==> src/rtl/dbg_pkg.sv <==
// Shared constants and FSM encoding for the debug command controller.
package dbg_pkg;

   localparam logic [7:0] CMD_STEP = 8'h73;
   localparam logic [7:0] CMD_DUMP = 8'h64;
   localparam logic [7:0] CMD_RUN  = 8'h72;
   localparam logic [7:0] CMD_HALT = 8'h68;

   localparam logic [7:0] FRAME_HDR_DEF = 8'h46;
   localparam logic [7:0] ERR_CHAR_DEF  = 8'h3F;

   typedef enum logic [2:0] {
      StIdle,
      StStep,
      StSnap,
      StHdr,
      StData,
      StCsum,
      StErr,
      StRun
   } dbg_state_e;

endpackage

==> src/rtl/dbg_frame_ser.sv <==
// Snapshot register, byte counter, XOR checksum and FIFO write logic for one debug frame.
module dbg_frame_ser
   import dbg_pkg::*;
#(
   parameter int unsigned NUM_WORDS = 4,
   parameter logic [7:0]  FRAME_HDR = FRAME_HDR_DEF,
   parameter logic [7:0]  ERR_CHAR  = ERR_CHAR_DEF
) (
   input  logic                    clk,
   input  logic                    rst_n,
   input  logic                    start,
   input  dbg_state_e              state,
   input  logic [32*NUM_WORDS-1:0] dbg_words,
   input  logic                    fifo_full,
   output logic [7:0]              fifo_din,
   output logic                    fifo_wr_en,
   output logic                    last_byte,
   output logic                    done
);

   localparam int unsigned NumBytes = 4 * NUM_WORDS;
   localparam int unsigned IdxW     = $clog2(NumBytes);
   localparam int unsigned CntW     = IdxW + 1;
   localparam logic [CntW-1:0] LastCnt = CntW'(NumBytes - 1);

   logic [7:0]      snap_q [NumBytes];
   logic [7:0]      snap_d [NumBytes];
   logic [CntW-1:0] cnt_q, cnt_d;
   logic [7:0]      csum_q, csum_d;
   logic            write_state;

   always_ff @(posedge clk) begin
      if (!rst_n) begin
         for (int k = 0; k < NumBytes; k++) begin
            snap_q[k] <= '0;
         end
         cnt_q  <= '0;
         csum_q <= '0;
      end else begin
         snap_q <= snap_d;
         cnt_q  <= cnt_d;
         csum_q <= csum_d;
      end
   end

   assign last_byte   = (cnt_q == LastCnt);
   assign write_state = (state == StHdr) || (state == StData) || (state == StCsum) ||
                        (state == StErr);
   assign fifo_wr_en  = write_state && !fifo_full;
   assign done        = (state == StCsum) && fifo_wr_en;

   always_comb begin
      snap_d = snap_q;
      cnt_d  = cnt_q;
      csum_d = csum_q;
      if (start) begin
         for (int k = 0; k < NumBytes; k++) begin
            snap_d[k] = dbg_words[8*k +: 8];
         end
         cnt_d  = '0;
         csum_d = '0;
      end else if ((state == StData) && fifo_wr_en) begin
         // Counter only moves on an actual write, so a stall re-presents the same byte.
         csum_d = csum_q ^ snap_q[cnt_q[IdxW-1:0]];
         cnt_d  = last_byte ? '0 : cnt_q + 1'b1;
      end
   end

   always_comb begin
      fifo_din = '0;
      case (state)
         StHdr:   fifo_din = FRAME_HDR;
         StData:  fifo_din = snap_q[cnt_q[IdxW-1:0]];
         StCsum:  fifo_din = csum_q;
         StErr:   fifo_din = ERR_CHAR;
         default: fifo_din = '0;
      endcase
   end

endmodule

==> src/rtl/debug_cmd_ctrl.sv <==
// Host command decoder: steps or free-runs the pipeline and streams framed debug snapshots.
module debug_cmd_ctrl
   import dbg_pkg::*;
#(
   parameter int unsigned NUM_WORDS = 4,
   parameter logic [7:0]  FRAME_HDR = FRAME_HDR_DEF,
   parameter logic [7:0]  ERR_CHAR  = ERR_CHAR_DEF
) (
   input  logic                    clk,
   input  logic                    rst_n,
   input  logic [7:0]              rx_data,
   input  logic                    rx_data_rdy,
   input  logic [32*NUM_WORDS-1:0] dbg_words,
   input  logic                    fifo_full,
   output logic [7:0]              fifo_din,
   output logic                    fifo_wr_en,
   output logic                    pipe_en,
   output logic                    running,
   output logic                    busy,
   output logic                    cmd_dropped
);

   dbg_state_e state_q, state_d;
   logic       rdy_q;
   logic       drop_q, drop_d;
   logic       rx_rise;
   logic       snap_start;
   logic       ser_last;
   logic       ser_done;

   always_ff @(posedge clk) begin
      if (!rst_n) begin
         state_q <= StIdle;
         rdy_q   <= 1'b0;
         drop_q  <= 1'b0;
      end else begin
         state_q <= state_d;
         rdy_q   <= rx_data_rdy;
         drop_q  <= drop_d;
      end
   end

   assign rx_rise     = rx_data_rdy && !rdy_q;
   assign busy        = (state_q != StIdle) && (state_q != StRun);
   assign pipe_en     = (state_q == StStep) || (state_q == StRun);
   assign running     = (state_q == StRun);
   assign cmd_dropped = drop_q;
   assign snap_start  = (state_q == StSnap);

   always_comb begin
      state_d = state_q;
      drop_d  = 1'b0;
      case (state_q)
         StIdle: begin
            if (rx_rise) begin
               case (rx_data)
                  CMD_STEP: state_d = StStep;
                  CMD_DUMP: state_d = StSnap;
                  CMD_RUN:  state_d = StRun;
                  CMD_HALT: drop_d  = 1'b1;
                  default:  state_d = StErr;
               endcase
            end
         end
         StStep: state_d = StSnap;
         StSnap: state_d = StHdr;
         StHdr:  if (fifo_wr_en) state_d = StData;
         StData: if (fifo_wr_en && ser_last) state_d = StCsum;
         StCsum: if (ser_done) state_d = StIdle;
         StErr:  if (fifo_wr_en) state_d = StIdle;
         StRun: begin
            if (rx_rise) begin
               if (rx_data == CMD_HALT) begin
                  state_d = StSnap;
               end else begin
                  drop_d = 1'b1;
               end
            end
         end
      endcase
      if (rx_rise && busy) begin
         drop_d = 1'b1;
      end
   end

   dbg_frame_ser #(
      .NUM_WORDS (NUM_WORDS),
      .FRAME_HDR (FRAME_HDR),
      .ERR_CHAR  (ERR_CHAR)
   ) u_frame_ser (
      .clk        (clk),
      .rst_n      (rst_n),
      .start      (snap_start),
      .state      (state_q),
      .dbg_words  (dbg_words),
      .fifo_full  (fifo_full),
      .fifo_din   (fifo_din),
      .fifo_wr_en (fifo_wr_en),
      .last_byte  (ser_last),
      .done       (ser_done)
   );

endmodule

==> config.mk <==
export PLATFORM = sky130hd
export DESIGN_NAME = debug_cmd_ctrl
export DESIGN_NICKNAME = d
export VERILOG_FILES = /design/src/rtl/dbg_pkg.sv /design/src/rtl/dbg_frame_ser.sv /design/src/rtl/debug_cmd_ctrl.sv
export SDC_FILE = /design/constraint.sdc
export NUM_CORES = 1
export LEC_CHECK = 0
export BUFFER_PORTS_ARGS = -buffer_cell sky130_fd_sc_hd__buf_4
export CAP_MARGIN = 20
export CORE_MARGIN = 2
export CORE_UTILIZATION = 50
export DETAILED_ROUTE_END_ITERATION = 6
export PLACE_DENSITY_LB_ADDON = 0.25
export SETUP_SLACK_MARGIN = 0.15
export SYNTH_ARGS = -nofsm -noshare
export SYNTH_HDL_FRONTEND = slang
export SYNTH_SLANG_ARGS = --single-unit
==> constraint.sdc <==
create_clock -name clk -period 2.7 [get_ports clk]
set_input_delay 0.54 -clock clk [delete_from_list [all_inputs] [get_ports clk]]
set_output_delay 0.54 -clock clk [all_outputs]
set_load 0.1 [all_outputs]
==> results.py, run 1 <==
metrics = {
    "run_status": {
        "outcome": "complete, but fails checks",
        "violations": "negative setup slack",
    },
    "yosys": {
        "synth-simple-area-share": 0.198,
        "synth_top_area_share": 0.446,
        "synth_ff_type": "dfxtp_1",
        "synthAdderAreaFrac": 0.00382,
        "synth_edf_count": 0,
        "muxShareOfSynthArea": 0.143,
        "async_reset_ff_frac": 0,
        "synth_warnings": 0,
        "yosys.area.top_type": "dfxtp_1",
        "netlist_top_cells_area": "dfxtp_1 (45%), nand2_1 (15%), a21oi_1 (11%), mux4_2 (8.6%), mux2i_1 (2.9%)",
        "syn_avg_cell_area_um2": 8.50,
        "syn_inst": 771,
        "yosys.area_share.xor_xnor": 0.0134,
        "ys_seq_area_frac": 0.446,
        "synth_top_family_by_area": "simple AND/OR/NAND/NOR gates",
        "syn_area_mm2": 0.00656,
        "synth_compound_area_frac": 0.145,
        "syn_nets": 913,
        "ys_types": 50,
        "ys_ff_latch": 146,
    },
    "sta": {
        "setup_ws_ns": -0.132,
        "min_period_ns": 2.83,
        "slew_headroom": 0.541,
        "hold_viol_final": 0,
        "rsz0062_at_grt": "yes",
        "holdWs_ns": 0.335,
        "finalSetupViolations": 8,
        "tightest_slew_ns": 0.688,
        "skew_ns": 0.00687,
        "post-route-period-util": 1.05,
        "fmax_mhz": 353,
        "slew_violations": 0,
    },
    "critical_path": {
        "endpoint_kind": "output pin",
        "critPathArrivalTime_ns": 2.29,
        "crit_fanout": 7,
        "worstPathRequired_ns": 2.16,
        "path_class": "flip-flop to output pin",
        "start_kind": "flip-flop",
    },
    "cts": {
        "clk_path_buf_depth": 2,
        "cts_max_level": 4,
        "cts_tree": "done",
        "clock_latency_ns": 0.43,
        "cts_root_buf": "clkbuf_16",
        "cts_inserted_buffers": 17,
        "cts.clk_slew.worst_paths_ns": 0.06,
        "hold_buffers": 0,
        "cts_num_sinks": 146,
    },
    "final_layout": {
        "layout_commonest_cell": "nand2_1",
        "final_cell_mix": "nand2_1 (267), buf_4 (163), dfxtp_1 (141)",
        "final_net_count": 1050,
        "diodes": 0,
        "stdcell_count": 1093,
        "drive_gt1_frac": 0.290,
        "post-route-cell-area_mm2": 0.00871,
        "syn2layout_area_growth_pct": 32.8,
    },
    "global_route": {
        "globalRouteTotalUtil": 0.258,
        "grt_max_degree": 108,
        "grt_pass1_vias": 5678,
        "grt_overflow": 0,
        "antenna_found_initial": 0,
        "grt_pass1_wl_mm": 28.6,
    },
    "placed_design": {
        "place_inst": 1046,
        "io_buffer_count": 152,
        "post-place-ws_ns": 0.143,
        "placed_area_mm2": 0.00785,
        "place_hpwl_mm": 12.9,
        "place_congestion": 0.882,
    },
    "floorplanning": {
        "die_y_um": 119,
        "core.rowCount": 41,
        "ios": 153,
        "die_w_um": 119,
        "start_util": 0.515,
        "die_area_mm2": 0.0140,
        "fp.coreArea_mm2": 0.0127,
    },
    "run": {
        "maxCapViolCount": 0,
    },
    "routing": {
        "drt_wl_total_mm": 17.9,
        "antenna_left": 0,
        "avgViaCountPerCell": 5.40,
        "drc": 0,
        "wire_per_inst_um": 16.4,
        "drtPass1Iterations": 5,
        "drt_first_iter_violations": 478,
        "vias": 5900,
    },
    "pwr": {
        "power_leakage_nw": 3.23,
        "irDropWorstVdd_mv": 0.616,
        "p_per_area_mw_per_mm2": 920,
    },
    "hold_path": {
        "hp-class": "input pin to flip-flop",
    },
}
synthesized netlist by cell type (2+ instances only):
cell      count
nand2_1     267
dfxtp_1     146
a21oi_1     144
clkbuf_1     40
mux4_2       25
mux2i_1      19
nor2_1       19
buf_2        11
xnor2_1       9
o22ai_1       8
mux4_1        7
nand2b_1      6
nor2b_1       6
buf_6         5
inv_1         5
o21ai_0       5
a211o_1       4
nand3_1       4
buf_4         3
nand3b_1      3
and3_1        2
ha_1          2
nor3_1        2
nor3b_1       2
o31ai_1       2
kinds of logic (layout without fill, tap and decap cells):
group | Yosys count | count (layout)
and+or+nand+nor | 319 | 319
AOI/OAI and AO/OA | 175 | 175
DFF | 146 | 146
buffers and inverters | 68 | 218
muxes | 51 | 51
xor gates and xnor gates | 10 | 10
adders and majority gates | 2 | 2
sequential cells by signal (all words and copies together) (netlist names):
signal	cells
u_frame_ser.snap_q	128
u_frame_ser.csum_q	8
u_frame_ser.cnt_q	5
state_q	3
cmd_dropped	1
rdy_q	1
area by class of cell:
| cell class | count | area (µm²) |
|---|---|---|
| Tap cell | 172 | 215 |
| Timing Repair Buffer | 180 | 1540 |
| Fill cell | 1040 | 4020 |
| Sequential cell | 146 | 2930 |
| Clock buffer | 22 | 454 |
| Clock inverter | 10 | 134 |
| Multi-Input combinational cell | 557 | 3410 |
| Inverter | 6 | 25.0 |
timing repair:
action                                  in CTS  in global routing
setup buffers                               11                  3
gates cloned                                 1                  0
pin swaps                                    4                  4
endpoints found under the setup margin       8                 10
gates resized for setup                     32                 11
critical path, cell delays in order, from the launching register on:
cell     delay (ns)
dfxtp_4        0.43
buf_6          0.15
mux4_2         0.51
mux2i_2        0.20
mux2i_1        0.12
a22o_1         0.28
buf_12         0.17
per-stage QoR:
step | total power, mW | setup TNS, ns | util
2_1_floorplan | 4.73 | -0.0694 | -
3_3_place_gp | 5.41 | 0 | 0.617
3_5_place_dp | 5.48 | 0 | 0.617
4_1_cts | 7.96 | -0.925 | 0.680
5_1_grt | 8.38 | -1.37 | 0.684
6_report | 8.01 | -0.751 | 0.684
power breakdown:
| group | total [mW] | internal (mW) | leakage (nW) | switching (mW) |
|---|---|---|---|---|
| Sequential | 2.88 | 2.56 | 1.19 | 0.320 |
| Clock | 2.36 | 1.47 | 0.284 | 0.892 |
| Combinational | 2.76 | 1.04 | 1.76 | 1.72 |
| Total | 8.01 | 5.08 | 3.23 | 2.93 |
path summary, 6_finish.rpt:
kind	from	slack (ns)	to	cells past startpoint
worst max-delay path	u_frame_ser.cnt_q[1]$_SDFFE_PP0P_	-0.13	fifo_din[6]	6
worst min-delay path	rx_data_rdy	0.33	rdy_q$_SDFF_PN0_	3
worst min register to register	u_frame_ser.snap_q[80]$_SDFFE_PN0P_	0.45	u_frame_ser.snap_q[80]$_SDFFE_PN0P_	2
worst max register to register	state_q[0]$_SDFFE_PN0P_	0.53	u_frame_ser.csum_q[5]$_SDFFE_PP0P_	6
routing by layer:
layer  vias to the layer above  wire length (µm)  GRT usage
met2                       207              8860      0.424
met5                         -                 0          0
met4                         0               284     0.0885
met3                        23               966     0.0541
met1                      2769              7820      0.338
li1                       2901                 -          -
(Power assumes the default switching activity.)
==> inputs of run 2 (changes only) <==
--- a/config.mk
+++ b/config.mk
@@ -10,7 +10,7 @@
 export CORE_MARGIN = 2
 export CORE_UTILIZATION = 50
 export DETAILED_ROUTE_END_ITERATION = 6
-export PLACE_DENSITY_LB_ADDON = 0.25
+export PLACE_DENSITY = 0.85
 export SETUP_SLACK_MARGIN = 0.15
 export SYNTH_ARGS = -nofsm -noshare
 export SYNTH_HDL_FRONTEND = slang
==> run 2 against run 1 <==
Effect of this change: the run still ends with negative setup slack left; combinational power is 3% higher; sequential share of layout area is 0.39 points lower; count of clock-buffer cells in the layout stayed put; design area is 1.2% higher; clock power is 9.3% higher; register-to-register slack better by 0.03 ns; flip-flop and latch count stayed put; wire length is 2.8% higher; via count is 1.9% higher; clock skew hardly changed; die area stayed put; critical path type unchanged.
==> results.py, run 2 (synthesis results as in run 1) <==
metrics = {
    "cts": {
        "cts_inserted_buffers": 17,
        "hold_buffers": 0,
        "clk_path_buf_depth": 2,
        "cts_num_sinks": 146,
        "cts_root_buf": "clkbuf_16",
        "cts_tree": "done",
        "cts_max_level": 4,
        "clock_latency_ns": 0.42,
        "cts.clk_slew.worst_paths_ns": 0.06,
    },
    "floorplanning": {
        "ios": 153,
        "start_util": 0.515,
        "fp.coreArea_mm2": 0.0127,
        "die_w_um": 119,
        "core.rowCount": 41,
        "die_area_mm2": 0.0140,
        "die_y_um": 119,
    },
    "final_layout": {
        "syn2layout_area_growth_pct": 34.4,
        "largest_register_ffs": 128,
        "multi_input_area_mm2": 0.00343,
        "largest_register": "u_frame_ser.snap_q",
        "final_cell_mix": "nand2_1 (267), buf_4 (166), dfxtp_1 (142)",
        "drive_gt1_frac": 0.296,
        "fillers": 960,
        "final-seq-area_mm2": 0.00293,
        "top_regs": "u_frame_ser.snap_q (128), u_frame_ser.csum_q (8), u_frame_ser.cnt_q (5)",
        "stdcell_count": 1095,
        "layout_commonest_cell": "nand2_1",
        "postLayoutCoreUtil": 0.693,
        "final_net_count": 1053,
        "diodes": 0,
    },
    "sta": {
        "slew_violations": 0,
        "hold_viol_final": 0,
        "tightest_slew_ns": 0.783,
        "post-route-period-util": 1.07,
        "setup_ws_ns": -0.180,
        "skew_ns": 0.00664,
        "finalSetupViolations": 8,
        "min_period_ns": 2.88,
        "rsz0062_at_grt": "yes",
        "slew_headroom": 0.477,
        "fmax_mhz": 347,
    },
    "placed_design": {
        "place_congestion": 0.875,
        "place_hpwl_mm": 12.6,
        "place_inst": 1046,
        "post-place-ws_ns": 0.144,
        "io_buffer_count": 152,
    },
    "routing": {
        "antenna_left": 0,
        "drt_wl_total_mm": 18.4,
        "drtPass1Iterations": 6,
        "drc": 0,
        "wire_per_inst_um": 16.8,
        "vias": 6015,
        "avgViaCountPerCell": 5.49,
        "drt_first_iter_violations": 636,
    },
    "critical_path": {
        "start_kind": "flip-flop",
        "crit_fanout": 11,
        "worstPathRequired_ns": 2.16,
        "cp_top_family": "multiplexers",
        "cp_slowest_stage_delay_ns": 0.52,
        "cp_cell_sequence": "buf_12 > mux4_2 > mux2i_1 > nand2b_1 > a31o_1 > buf_8",
        "endpoint_kind": "output pin",
        "critPathArrivalTime_ns": 2.34,
        "worst-path-buf-inv": 2,
        "cp_slowest_cell": "mux4_2",
        "reg2reg_depth": 6,
        "reg2reg_slack_ns": 0.56,
        "path_depth": 6,
        "path_class": "flip-flop to output pin",
    },
    "global_route": {
        "globalRouteTotalUtil": 0.265,
        "grt_pass1_vias": 5734,
        "grt_max_degree": 129,
        "antenna_found_initial": 0,
        "grt_overflow": 0,
        "grt_pass1_wl_mm": 29.0,
    },
    "run_status": {
        "violations": "negative setup slack",
        "outcome": "complete, but fails checks",
    },
    "pwr": {
        "p_per_area_mw_per_mm2": 941,
        "power_mw": 8.29,
        "power_leakage_nw": 3.28,
        "p_sw_frac": 0.356,
        "internal-power_mw": 5.34,
        "seqPwrFrac": 0.346,
        "irDropWorstVdd_mv": 0.537,
        "switchingPower_mw": 2.95,
        "clkPwrFrac": 0.311,
        "pwr-share-comb": 0.343,
    },
    "hold_path": {
        "hp-class": "input pin to flip-flop",
        "hold_depth": 3,
    },
    "run": {
        "maxCapViolCount": 0,
    },
}
[run 2: layer usage]
metal / part of all wire / vias up / wire, µm / GRT usage
met4: 0.022 / 0 / 406 / 0.0938
met3: 0.080 / 35 / 1480 / 0.0700
met1: 0.40 / 2804 / 7330 / 0.325
li1: - / 2901 / - / -
met5: 0 / - / 0 / 0
met2: 0.50 / 275 / 9210 / 0.448
[run 2: worst reg2reg max path: cells and delay by family (launching register included)]
| family | cells | cell delay [ns] |
|---|---|---|
| XOR/XNOR | 1 | 0.16 |
| flip-flops | 1 | 0.38 |
| AO/OA/AOI/OAI | 1 | 0.36 |
| buffers and inverters | 1 | 0.20 |
| AND/OR/NAND/NOR | 3 | 0.92 |
[run 2: area by class of cell]
type / instances / area share
sequential: 146 / 0.333
timing repair buffer: 183 / 0.177
clock inverter: 9 / 0.0200
clock buffer: 22 / 0.0538
inverter: 6 / 0.00284
tap: 172 / 0.0244
multi-input combinational: 557 / 0.389
[run 2: worst paths after layout]
kind,from,to
worst max-delay path,u_frame_ser.cnt_q[2]$_SDFFE_PP0P_,fifo_din[1]
worst min register to register,u_frame_ser.cnt_q[4]$_SDFFE_PP0P_,u_frame_ser.cnt_q[4]$_SDFFE_PP0P_
worst min-delay path,rx_data_rdy,rdy_q$_SDFF_PN0_
worst max register to register,state_q[0]$_SDFFE_PN0P_,u_frame_ser.csum_q[3]$_SDFFE_PP0P_
[run 2: what timing repair did]
item / 4_1_cts / 5_1_grt
pin swaps: 4 / 4
gates resized for setup: 47 / 11
endpoints found under the setup margin: 8 / 10
setup buffers: 12 / 6
hold endpoints to repair: 0 / 0
[run 2: stage by stage]
stage | cell area [µm²] | hold WS [ns] | setup TNS, ns
2_1_floorplan | 6600 | 0.423 | -0.0694
3_3_place_gp | 7820 | 0.435 | 0
3_5_place_dp | 7820 | 0.445 | 0
4_1_cts | 8720 | 0.323 | -0.494
5_1_grt | 8810 | 0.337 | -1.21
6_report | 8810 | 0.329 | -0.582
[run 2: power groups by stage]
| stage | Clock, mW | Sequential, mW | Combinational (mW) |
|---|---|---|---|
| floorplan | 0 | 2.76 | 1.97 |
| global route | 2.70 | 2.90 | 3.08 |
| finish | 2.58 | 2.87 | 2.84 |
| detailed placement | 0 | 2.89 | 2.58 |
| CTS | 2.60 | 2.85 | 2.77 |
| global placement | 0 | 2.88 | 2.53 |
